File: config.mk
export PLATFORM = sky130hd
export DESIGN_NAME = gradient_seq_ctrl
export DESIGN_NICKNAME = d
export VERILOG_FILES = /design/src/rtl/gradient_seq_ctrl.sv
export SDC_FILE = /design/constraint.sdc
export NUM_CORES = 1
export LEC_CHECK = 0
export CAP_MARGIN = 20
export CORE_MARGIN = 5
export CORE_UTILIZATION = 47
export DETAILED_ROUTE_END_ITERATION = 8
export PLACE_DENSITY_LB_ADDON = 0.1
export SKIP_CTS_REPAIR_TIMING = 1
export SLEW_MARGIN = 20
export SYNTH_ARGS = -nofsm -noshare
export SYNTH_HDL_FRONTEND = slang
export SYNTH_SLANG_ARGS = --single-unit
export TNS_END_PERCENT = 10
File: constraint.sdc
create_clock -name clk -period 4.02 [get_ports clk]
set_input_delay 0.804 -clock clk [delete_from_list [all_inputs] [get_ports clk]]
set_output_delay 0.804 -clock clk [all_outputs]
set_load 0.1 [all_outputs]
File: src/rtl/gradient_seq_ctrl.sv
// ============================================================================
// Module   : gradient_seq_ctrl
// Brief    : Prime / dwell / sample sequencer for a serpentine gradient array.
// Revision : 1.0 - initial release
// ============================================================================
`default_nettype none

module gradient_seq_ctrl #(
    parameter int N_OUT   = 11,
    parameter int DWELL_W = 16,
    parameter int REP_W   = 4,
    parameter int ACK_TO  = 1024,
    parameter int IDX_W   = $clog2(N_OUT)
) (
    input  logic               clk,
    input  logic               rst_n,
    input  logic               start,
    input  logic               abort,
    input  logic [1:0]         mode,
    input  logic [DWELL_W-1:0] prime_cyc,
    input  logic [DWELL_W-1:0] dwell_cyc,
    input  logic [REP_W-1:0]   passes,
    output logic [1:0]         inlet_en,
    output logic [N_OUT-1:0]   out_valve,
    output logic [IDX_W-1:0]   chan_idx,
    output logic               sample_req,
    input  logic               sample_ack,
    output logic               busy,
    output logic               done,
    output logic               err
);

    localparam int               c_TO_W      = $clog2(ACK_TO + 1);
    localparam logic [2:0]       c_S_IDLE    = 3'd0;
    localparam logic [2:0]       c_S_PRIME   = 3'd1;
    localparam logic [2:0]       c_S_SETTLE  = 3'd2;
    localparam logic [2:0]       c_S_REQ     = 3'd3;
    localparam logic [2:0]       c_S_DONE    = 3'd4;
    localparam logic [1:0]       c_MODE_DESC = 2'b01;
    localparam logic [1:0]       c_MODE_PP   = 2'b10;
    localparam logic [IDX_W-1:0] c_LAST      = IDX_W'(N_OUT - 1);
    localparam logic [c_TO_W-1:0] c_TO_LAST  = c_TO_W'(ACK_TO - 1);

    logic [2:0]         r_state;
    logic [2:0]         w_state_nxt;
    logic [1:0]         r_mode;
    logic [DWELL_W-1:0] r_prime;
    logic [DWELL_W-1:0] r_dwell;
    logic [REP_W-1:0]   r_passes;
    logic [DWELL_W-1:0] r_cnt;
    logic [c_TO_W-1:0]  r_to_cnt;
    logic [IDX_W-1:0]   r_idx;
    logic               r_dir;
    logic [REP_W-1:0]   r_pass_cnt;
    logic               r_err;

    logic               w_abort;
    logic               w_accept;
    logic [DWELL_W-1:0] w_prime_last;
    logic [DWELL_W-1:0] w_dwell_last;
    logic [REP_W:0]     w_passes_eff;
    logic [REP_W:0]     w_pass_inc;
    logic               w_last_pass;
    logic               w_pass_end;
    logic [IDX_W-1:0]   w_next_idx;
    logic               w_next_dir;
    logic [IDX_W-1:0]   w_start_first;
    logic [IDX_W-1:0]   w_pass_first;
    logic [N_OUT-1:0]   w_onehot;

    assign w_abort       = abort && (r_state != c_S_IDLE);
    assign w_accept      = start && !abort && (r_state == c_S_IDLE);
    assign w_prime_last  = r_prime - DWELL_W'(1);
    assign w_dwell_last  = (r_dwell == '0) ? '0 : (r_dwell - DWELL_W'(1));
    assign w_passes_eff  = (r_passes == '0) ? (REP_W+1)'(1) : {1'b0, r_passes};
    assign w_pass_inc    = {1'b0, r_pass_cnt} + (REP_W+1)'(1);
    assign w_last_pass   = (w_pass_inc == w_passes_eff);
    assign w_start_first = (mode == c_MODE_DESC) ? c_LAST : '0;
    assign w_pass_first  = (r_mode == c_MODE_DESC) ? c_LAST : '0;
    assign w_onehot      = N_OUT'(1) << r_idx;

    // Ping-pong turns around at the top port; r_dir=1 marks the downward leg.
    always_comb begin
        w_pass_end = (r_idx == c_LAST);
        w_next_idx = r_idx + IDX_W'(1);
        w_next_dir = r_dir;
        if (r_mode == c_MODE_DESC) begin
            w_pass_end = (r_idx == '0);
            w_next_idx = r_idx - IDX_W'(1);
        end else if (r_mode == c_MODE_PP) begin
            w_pass_end = r_dir && (r_idx == '0);
            if (r_dir || (r_idx == c_LAST)) begin
                w_next_idx = r_idx - IDX_W'(1);
                w_next_dir = 1'b1;
            end
        end
    end

    always_comb begin
        w_state_nxt = r_state;
        inlet_en    = 2'b00;
        out_valve   = '0;
        chan_idx    = '0;
        sample_req  = 1'b0;
        busy        = 1'b0;
        done        = 1'b0;
        case (r_state)
            c_S_IDLE: begin
                if (w_accept) begin
                    w_state_nxt = (prime_cyc == '0) ? c_S_SETTLE : c_S_PRIME;
                end
            end
            c_S_PRIME: begin
                inlet_en  = 2'b11;
                out_valve = '1;
                busy      = 1'b1;
                if (r_cnt == w_prime_last) begin
                    w_state_nxt = c_S_SETTLE;
                end
            end
            c_S_SETTLE: begin
                inlet_en  = 2'b11;
                out_valve = w_onehot;
                chan_idx  = r_idx;
                busy      = 1'b1;
                if (r_cnt == w_dwell_last) begin
                    w_state_nxt = c_S_REQ;
                end
            end
            c_S_REQ: begin
                inlet_en   = 2'b11;
                out_valve  = w_onehot;
                chan_idx   = r_idx;
                sample_req = 1'b1;
                busy       = 1'b1;
                if (sample_ack) begin
                    w_state_nxt = (w_pass_end && w_last_pass) ? c_S_DONE : c_S_SETTLE;
                end else if (r_to_cnt == c_TO_LAST) begin
                    w_state_nxt = c_S_DONE;
                end
            end
            c_S_DONE: begin
                done        = 1'b1;
                w_state_nxt = c_S_IDLE;
            end
            default: w_state_nxt = c_S_IDLE;
        endcase
        if (w_abort) begin
            w_state_nxt = c_S_IDLE;
        end
    end

    assign err = r_err;

    always_ff @(posedge clk or negedge rst_n) begin
        if (!rst_n) begin
            r_state    <= c_S_IDLE;
            r_mode     <= '0;
            r_prime    <= '0;
            r_dwell    <= '0;
            r_passes   <= '0;
            r_cnt      <= '0;
            r_to_cnt   <= '0;
            r_idx      <= '0;
            r_dir      <= 1'b0;
            r_pass_cnt <= '0;
            r_err      <= 1'b0;
        end else begin
            r_state <= w_state_nxt;
            if (w_abort) begin
                r_cnt      <= '0;
                r_to_cnt   <= '0;
                r_idx      <= '0;
                r_dir      <= 1'b0;
                r_pass_cnt <= '0;
            end else begin
                case (r_state)
                    c_S_IDLE: begin
                        if (w_accept) begin
                            r_mode     <= mode;
                            r_prime    <= prime_cyc;
                            r_dwell    <= dwell_cyc;
                            r_passes   <= passes;
                            r_err      <= 1'b0;
                            r_cnt      <= '0;
                            r_to_cnt   <= '0;
                            r_idx      <= w_start_first;
                            r_dir      <= 1'b0;
                            r_pass_cnt <= '0;
                        end
                    end
                    c_S_PRIME, c_S_SETTLE: begin
                        if (w_state_nxt != r_state) begin
                            r_cnt    <= '0;
                            r_to_cnt <= '0;
                        end else begin
                            r_cnt <= r_cnt + DWELL_W'(1);
                        end
                    end
                    c_S_REQ: begin
                        if (sample_ack) begin
                            if (w_pass_end) begin
                                r_pass_cnt <= w_pass_inc[REP_W-1:0];
                                r_idx      <= w_pass_first;
                                r_dir      <= 1'b0;
                            end else begin
                                r_idx <= w_next_idx;
                                r_dir <= w_next_dir;
                            end
                        end else if (r_to_cnt == c_TO_LAST) begin
                            r_err <= 1'b1;
                        end else begin
                            r_to_cnt <= r_to_cnt + c_TO_W'(1);
                        end
                    end
                    c_S_DONE: begin
                        r_idx      <= '0;
                        r_dir      <= 1'b0;
                        r_pass_cnt <= '0;
                    end
                    default: ;
                endcase
            end
        end
    end

endmodule

`default_nettype wire

==> results of run 1 <==
==> registers in the layout, summed over array words and instances (netlist names), 2 cells and up <==
register	count
r_cnt	16
r_dwell	16
r_idx	4
r_mode	2
r_pass_cnt	4
r_passes	4
r_prime	16
r_state	3
r_to_cnt	11
==> metrics by stage <==
stage          hold slack [ns]  cell area (µm²)  util, %
3_5_place_dp             0.508             6350     52.8
3_3_place_gp             0.505             6350     52.8
2_1_floorplan            0.481             5740        -
6_report                 0.497             6670     55.5
4_1_cts                  0.521             6660     55.5
5_1_grt                  0.527             6670     55.5
==> worst max-delay path, delay by kind of cell, from the launching register on <==
| kind | cells | cell delay, ns |
|---|---|---|
| AND/OR/NAND/NOR | 3 | 1.41 |
| AO/OA/AOI/OAI | 4 | 1.15 |
| flip-flops | 1 | 0.43 |
| adder cells (fa/ha/maj) | 1 | 0.27 |
| multiplexers | 1 | 0.24 |
| buffers and inverters | 1 | 0.10 |
==> how the worst min path moves through the flow <==
stage,endpoint,slack (ns)
6_report,r_dwell[2]$_DFFE_PN0P_,0.50
3_5_place_dp,r_passes[0]$_DFFE_PN0P_,0.51
5_1_grt,r_passes[0]$_DFFE_PN0P_,0.53
3_3_place_gp,r_passes[0]$_DFFE_PN0P_,0.51
2_1_floorplan,r_dir$_DFFE_PN0P_,0.48
4_1_cts,r_passes[0]$_DFFE_PN0P_,0.52
==> power by group through the flow <==
stage               clock network (µW)  registers (µW)  logic [µW]
floorplan                            0            1270        2050
global placement                     0            1460        2310
detailed placement                   0            1470        2340
CTS                                894            1460        2360
global route                       929            1510        2550
finish                             879            1460        2350
==> cells by family after synthesis <==
logic type / count (synthesis) / synth area share (%)
simple gates: 278 / 26.5
fa+ha+maj: 12 / 2.62
mux: 49 / 9.31
xor+xnor: 39 / 6.21
compound gates: 148 / 16.4
flops: 78 / 34.0
buf+inv: 69 / 4.97
==> final cells by class <==
cell class                      instances  area share [%]
Clock buffer                           12            3.70
Tap cell                              147            2.76
Clock inverter                          4            1.05
Inverter                               23            1.29
Multi-Input combinational cell        526            52.6
Sequential cell                        78            29.3
Timing Repair Buffer                   68            9.29
==> synth_stat cells (3+ instances only) <==
master / number / area share (%)
a21oi_1: 33 / 2.9
a31oi_1: 17 / 1.9
and2_1: 13 / 1.4
and3_1: 10 / 1.1
buf_2: 9 / 0.78
clkbuf_1: 32 / 2.1
dfrtp_1: 78 / 34
ha_1: 12 / 2.6
inv_1: 23 / 1.5
mux2_2: 34 / 6.7
mux2i_1: 14 / 2.4
nand2_1: 59 / 3.9
nand2b_1: 9 / 0.98
nand3_1: 41 / 3.6
nand4_1: 11 / 1.2
nor2_1: 49 / 3.2
nor2b_1: 8 / 0.87
nor3_1: 23 / 2.0
nor4_1: 9 / 0.98
nor4_4: 4 / 1.5
o211ai_1: 3 / 0.39
o21a_1: 3 / 0.39
o21ai_0: 40 / 3.5
o21ai_1: 7 / 0.61
o22ai_1: 9 / 0.98
o31ai_1: 3 / 0.39
o32ai_1: 3 / 0.46
or2_2: 5 / 0.55
or3_1: 11 / 1.2
or4_1: 6 / 0.78
or4_4: 3 / 0.59
xnor2_1: 27 / 4.1
xor2_1: 11 / 1.7
==> placed cells by master, fill, tap and decap left out, types with 3 or more instances in the layout <==
master           Yosys  routed
clkbuf_16            0       9
and2_1              13      13
a21oi_1             33      33
buf_4                2      25
or4_4                3       3
o32ai_1              3       3
nor2b_1              8       8
ha_1                12      12
and3_1              10      10
o21ai_0             40      39
or4_1                6       6
mux2i_1             14      14
o31ai_1              3       3
inv_1               23      23
nand2b_1             9       9
dfrtp_1             78      78
o211ai_1             3       3
o21a_1               3       3
or3_1               11      11
xnor2_1             27      27
clkdlybuf4s50_1      0      42
nand4_1             11      11
or2_2                5       5
nor4_4               4       4
o21ai_1              7       8
mux2_2              34      34
nand3_1             41      41
nand2_1             59      59
nor4_1               9       9
o22ai_1              9       9
xor2_1              11      11
a31oi_1             17      17
nor3_1              23      22
nor2_1              49      48
nor3_2               2       3
==> layer usage <==
metal | up-vias | global-route usage, %
met5 | - | 0
met4 | 0 | 7.44
met3 | 18 | 3.27
met2 | 115 | 33.7
met1 | 2440 | 25.7
li1 | 2515 | -
==> flow_metrics.env, run 1 <==
export IMPL_clk_pin_slew_worst_paths_ns=0.06
export IMPL_overflow=0
export IMPL_arrival_ns=3.95
export IMPL_drv_slew=0
export IMPL_setup_viol=0
export IMPL_period_share_pct=91.6
export IMPL_dp_slack_ns=0.289
export IMPL_setup_slack_ns=0.337
export IMPL_drive_gt1_share_pct=14.1
export IMPL_antenna_found_initial=0
export IMPL_placed_cells=842
export IMPL_totalWireLength_mm=14.0
export IMPL_vias_per_cell=5.93
export IMPL_grt_pass1_wl_mm=23.9
export IMPL_cp_startpoint="r_prime[0]$_DFFE_PN0P_"
export IMPL_dr_wl_met2_mm=6.97
export IMPL_hpwl_mm=10.2
export IMPL_synth_yosys_warnings=0
export IMPL_grt_pass1_vias=4935
export IMPL_drt_met1_wl_mm=6.19
export IMPL_gp_congestion=0.817
export IMPL_insertedDiodeCount=0
export IMPL_start_kind="flop"
export IMPL_initial_core_util_pct=47.8
export IMPL_tightest_slew_ns=1.05
export IMPL_period_needed_ns=3.68
export IMPL_power_total_uw=4690
export IMPL_coreArea_mm2=0.0120
export IMPL_swShare_pct=47.7
export IMPL_crit_end="r_to_cnt[1]$_DFFE_PN0P_"
export IMPL_leakagePower_uw=0.00264
export IMPL_syn_inst=673
export IMPL_setup_tns_ns=0
export IMPL_synth_edf_count=0
export IMPL_path_max_fanout=24
export IMPL_cts_tree="done"
export IMPL_multi_input_area_mm2=0.00351
export IMPL_end_kind="flop"
export IMPL_grt_start_max_net_pins=79
export IMPL_r2r_start="r_prime[0]$_DFFE_PN0P_"
export IMPL_die_area_mm2=0.0145
export IMPL_pin_count=64
export IMPL_ant_nets=0
export IMPL_cts_root_buffer="clkbuf_16"
export IMPL_grt_use_total_pct=20.0
export IMPL_max_slew_margin_rel_pct=29.6
export IMPL_drtIter0Drc=288
export IMPL_drcViolationCount=0
export IMPL_cts_made_buffers=9
export IMPL_async_flop_share_pct=100
export IMPL_dieWidth_um=121
export IMPL_syn_nets=728
export IMPL_rsz0062_at_grt="no"
export IMPL_fillCellCount=1098
export IMPL_outcome="completed"
export IMPL_critPathMaxStageDelay_ns=0.55
export IMPL_r2r_setup_slack_ns=0.34
export IMPL_r2r_end="r_to_cnt[1]$_DFFE_PN0P_"
export IMPL_cts_htree_levels=3
export IMPL_ys_types=72
export IMPL_fmax_mhz=272
export IMPL_p_comb_share_pct=50.1
export IMPL_cp_cell_sequence="inv_1 > ha_1 > or3b_2 > o41ai_1 > o2111ai_1 > or3_1 > nor4_4 > o22ai_4 > a21oi_4 > mux2i_1"
export IMPL_fin_cells=858
export IMPL_synth_cell_area_mm2=0.00574
export IMPL_area_growth_pct=16.2
export IMPL_top_layer_used="met4"
export IMPL_first_pass_iters=5
export IMPL_ys_flop_type="dfrtp_1"
export IMPL_cp_required_ns=4.28
export IMPL_synth_seq_cells=78
export IMPL_rows=40
export IMPL_portBuffers=63
export IMPL_peakVddDrop_uv=547
export IMPL_nNetsFinal=761
export IMPL_p_int_uw=2450
export IMPL_worstSetupPathType="flop to flop"
export IMPL_drv_cap=0
export IMPL_wl_met3_um=602
export IMPL_wire_per_inst_um=16.4
export IMPL_worst_clock_skew_ns=0.00454
export IMPL_power_net_switching_uw=2240
export IMPL_clockPowerShare_pct=18.7
export IMPL_cts_sinks=78
export IMPL_insertion_delay_ns=0.35
export IMPL_dieHeight_um=121
export IMPL_hold_violations=0
export IMPL_clock_path_buffers=2
export IMPL_slowest_stage="or3b_2"
export IMPL_power_density_mw_per_mm2=703
export IMPL_yosysSeqAreaShare_pct=34.0
export IMPL_syn_area_per_cell_um2=8.53
export IMPL_min_path_type="input pin to asynchronous set/reset pin"
export IMPL_regArea_mm2=0.00195
export IMPL_worst_r2r_cell_count=10
export IMPL_via_count=5088
export IMPL_seq_power_share_pct=31.2
Note: power is estimated with default switching activity, not from simulation.
==> inputs of run 2 (changes only) <==
clock period = 4.4 ns   (was 4.02 ns; I/O delays follow)
==> run 2 against run 1 <==
  * Maximum frequency down 0.83%
  * Setup slack better by 0.35 ns
  * Die area unchanged
  * Global-route usage about the same
  * Non-clock buffer count up 1
  * Clock skew up 0.0022 ns
  * Register-to-register slack better by 0.35 ns
  * Critical endpoint unchanged
  * Highest routed layer unchanged
==> flow_metrics.env, run 2 (same netlist as run 1, synthesis figures left out) <==
export IMPL_worst_clock_skew_ns=0.00678
export IMPL_hpwl_mm=10.2
export IMPL_layout_cells_most_common="dfrtp_1"
export IMPL_dieWidth_um=121
export IMPL_pin_count=64
export IMPL_cts_htree_levels=3
export IMPL_grt_use_total_pct=20.0
export IMPL_ant_nets=0
export IMPL_gp_congestion=0.851
export IMPL_rows=40
export IMPL_grt_pass1_vias=4832
export IMPL_coreArea_mm2=0.0120
export IMPL_hp_start="r_passes[0]$_DFFE_PN0P_"
export IMPL_arrival_ns=3.98
export IMPL_drv_slew=0
export IMPL_overflow=0
export IMPL_wire_per_inst_um=16.5
export IMPL_start_kind="flop"
export IMPL_grt_start_max_net_pins=79
export IMPL_cp_startpoint="r_prime[0]$_DFFE_PN0P_"
export IMPL_via_count=5096
export IMPL_initial_core_util_pct=47.8
export IMPL_setup_tns_ns=0
export IMPL_drcViolationCount=0
export IMPL_period_share_pct=84.4
export IMPL_cts_made_buffers=9
export IMPL_vias_per_cell=5.94
export IMPL_portBuffers=63
export IMPL_totalWireLength_mm=14.1
export IMPL_multi_input_area_mm2=0.00351
export IMPL_tightest_slew_ns=1.05
export IMPL_cts_sinks=78
export IMPL_peakVddDrop_uv=490
export IMPL_clk_pin_slew_worst_paths_ns=0.06
export IMPL_hold_violations=0
export IMPL_area_growth_pct=16.9
export IMPL_cts_tree="done"
export IMPL_r2r_setup_slack_ns=0.69
export IMPL_path_max_fanout=24
export IMPL_clock_path_buffers=2
export IMPL_regArea_mm2=0.00195
export IMPL_nNetsFinal=762
export IMPL_fmax_mhz=269
export IMPL_cts_root_buffer="clkbuf_16"
export IMPL_drv_cap=0
export IMPL_rsz0062_at_grt="no"
export IMPL_dieHeight_um=121
export IMPL_insertedDiodeCount=0
export IMPL_power_density_mw_per_mm2=649
export IMPL_setup_slack_ns=0.686
export IMPL_max_slew_margin_rel_pct=29.7
export IMPL_drive_gt1_share_pct=13.6
export IMPL_die_area_mm2=0.0145
export IMPL_first_pass_iters=5
export IMPL_period_needed_ns=3.71
export IMPL_drtIter0Drc=307
export IMPL_final_cell_mix="dfrtp_1 (78), nand2_1 (59), nor2_1 (48)"
export IMPL_insertion_delay_ns=0.34
export IMPL_leakagePower_uw=0.00265
export IMPL_min_path_type="flop to flop"
export IMPL_r2r_start="r_prime[0]$_DFFE_PN0P_"
export IMPL_end_kind="flop"
export IMPL_dp_slack_ns=0.583
export IMPL_outcome="completed"
export IMPL_setup_viol=0
export IMPL_fillCellCount=1073
export IMPL_top_regs="r_cnt x16, r_dwell x16, r_prime x16"
export IMPL_worstSetupPathType="flop to flop"
export IMPL_cp_required_ns=4.67
export IMPL_grt_pass1_wl_mm=23.8
export IMPL_antenna_found_initial=0
==> run 2: cell types whose count changed in the layout (fill, tap and decap cells not counted) <==
cell	previous run	this run
clkinv_2	2	1
buf_4	25	22
clkdlybuf4s50_1	42	46
bufinv_16	2	3
clkbuf_1	2	1
==> run 2: through the flow <==
stage,cells,utilization [%],area [µm²],power [µW],hold slack (ns)
after floorplan,673,-,5740,3030,0.481
after global placement,843,53.0,6360,3450,0.504
after detailed placement,843,53.0,6360,3490,0.506
after CTS,858,55.8,6700,4370,0.518
after global routing,858,55.8,6710,4640,0.532
final,858,55.8,6710,4350,0.510
==> run 2: cell type report <==
type	count	share of cell area, %
Inverter	23	1.29
Clock inverter	4	1.42
Sequential cell	78	29.1
Timing Repair Buffer	69	9.50
Multi-Input combinational cell	526	52.3
Clock buffer	11	3.62
Tap cell	147	2.74
==> run 2: final timing paths <==
| path | end | depth (start not counted) |
|---|---|---|
| worst max-delay path | r_to_cnt[1]$_DFFE_PN0P_ | 10 |
| worst min-delay path | r_passes[0]$_DFFE_PN0P_ | 1 |
| worst max register to register | r_to_cnt[1]$_DFFE_PN0P_ | 10 |
| worst min register to register | r_passes[0]$_DFFE_PN0P_ | 1 |
| max in group asynchronous | r_cnt[12]$_DFFE_PN0P_ | 1 |
| min in group asynchronous | r_dwell[4]$_DFFE_PN0P_ | 1 |
==> run 2: layer usage <==
| layer | global-route usage [%] | part of all wire, % | vias to the layer above |
|---|---|---|---|
| met5 | 0 | 0 | - |
| met4 | 6.02 | 1.3 | 0 |
| met3 | 3.46 | 4.0 | 13 |
| met2 | 33.8 | 49 | 104 |
| met1 | 26.1 | 45 | 2472 |
| li1 | - | - | 2507 |
==> run 2: critical path: stages (launching register included) <==
cell       delay [ns]
dfrtp_1          0.43
inv_1            0.09
ha_1             0.28
or3b_2           0.56
o41ai_1          0.36
o2111ai_1        0.15
or3_1            0.44
nor4_4           0.43
o22ai_4          0.28
a21oi_4          0.39
mux2i_1          0.23
==> run 2: where the power goes <==
part	switching (µW)	internal, µW	total (µW)
clock network	297	566	863
logic	1370	804	2170
registers	385	933	1320
total	2050	2300	4350
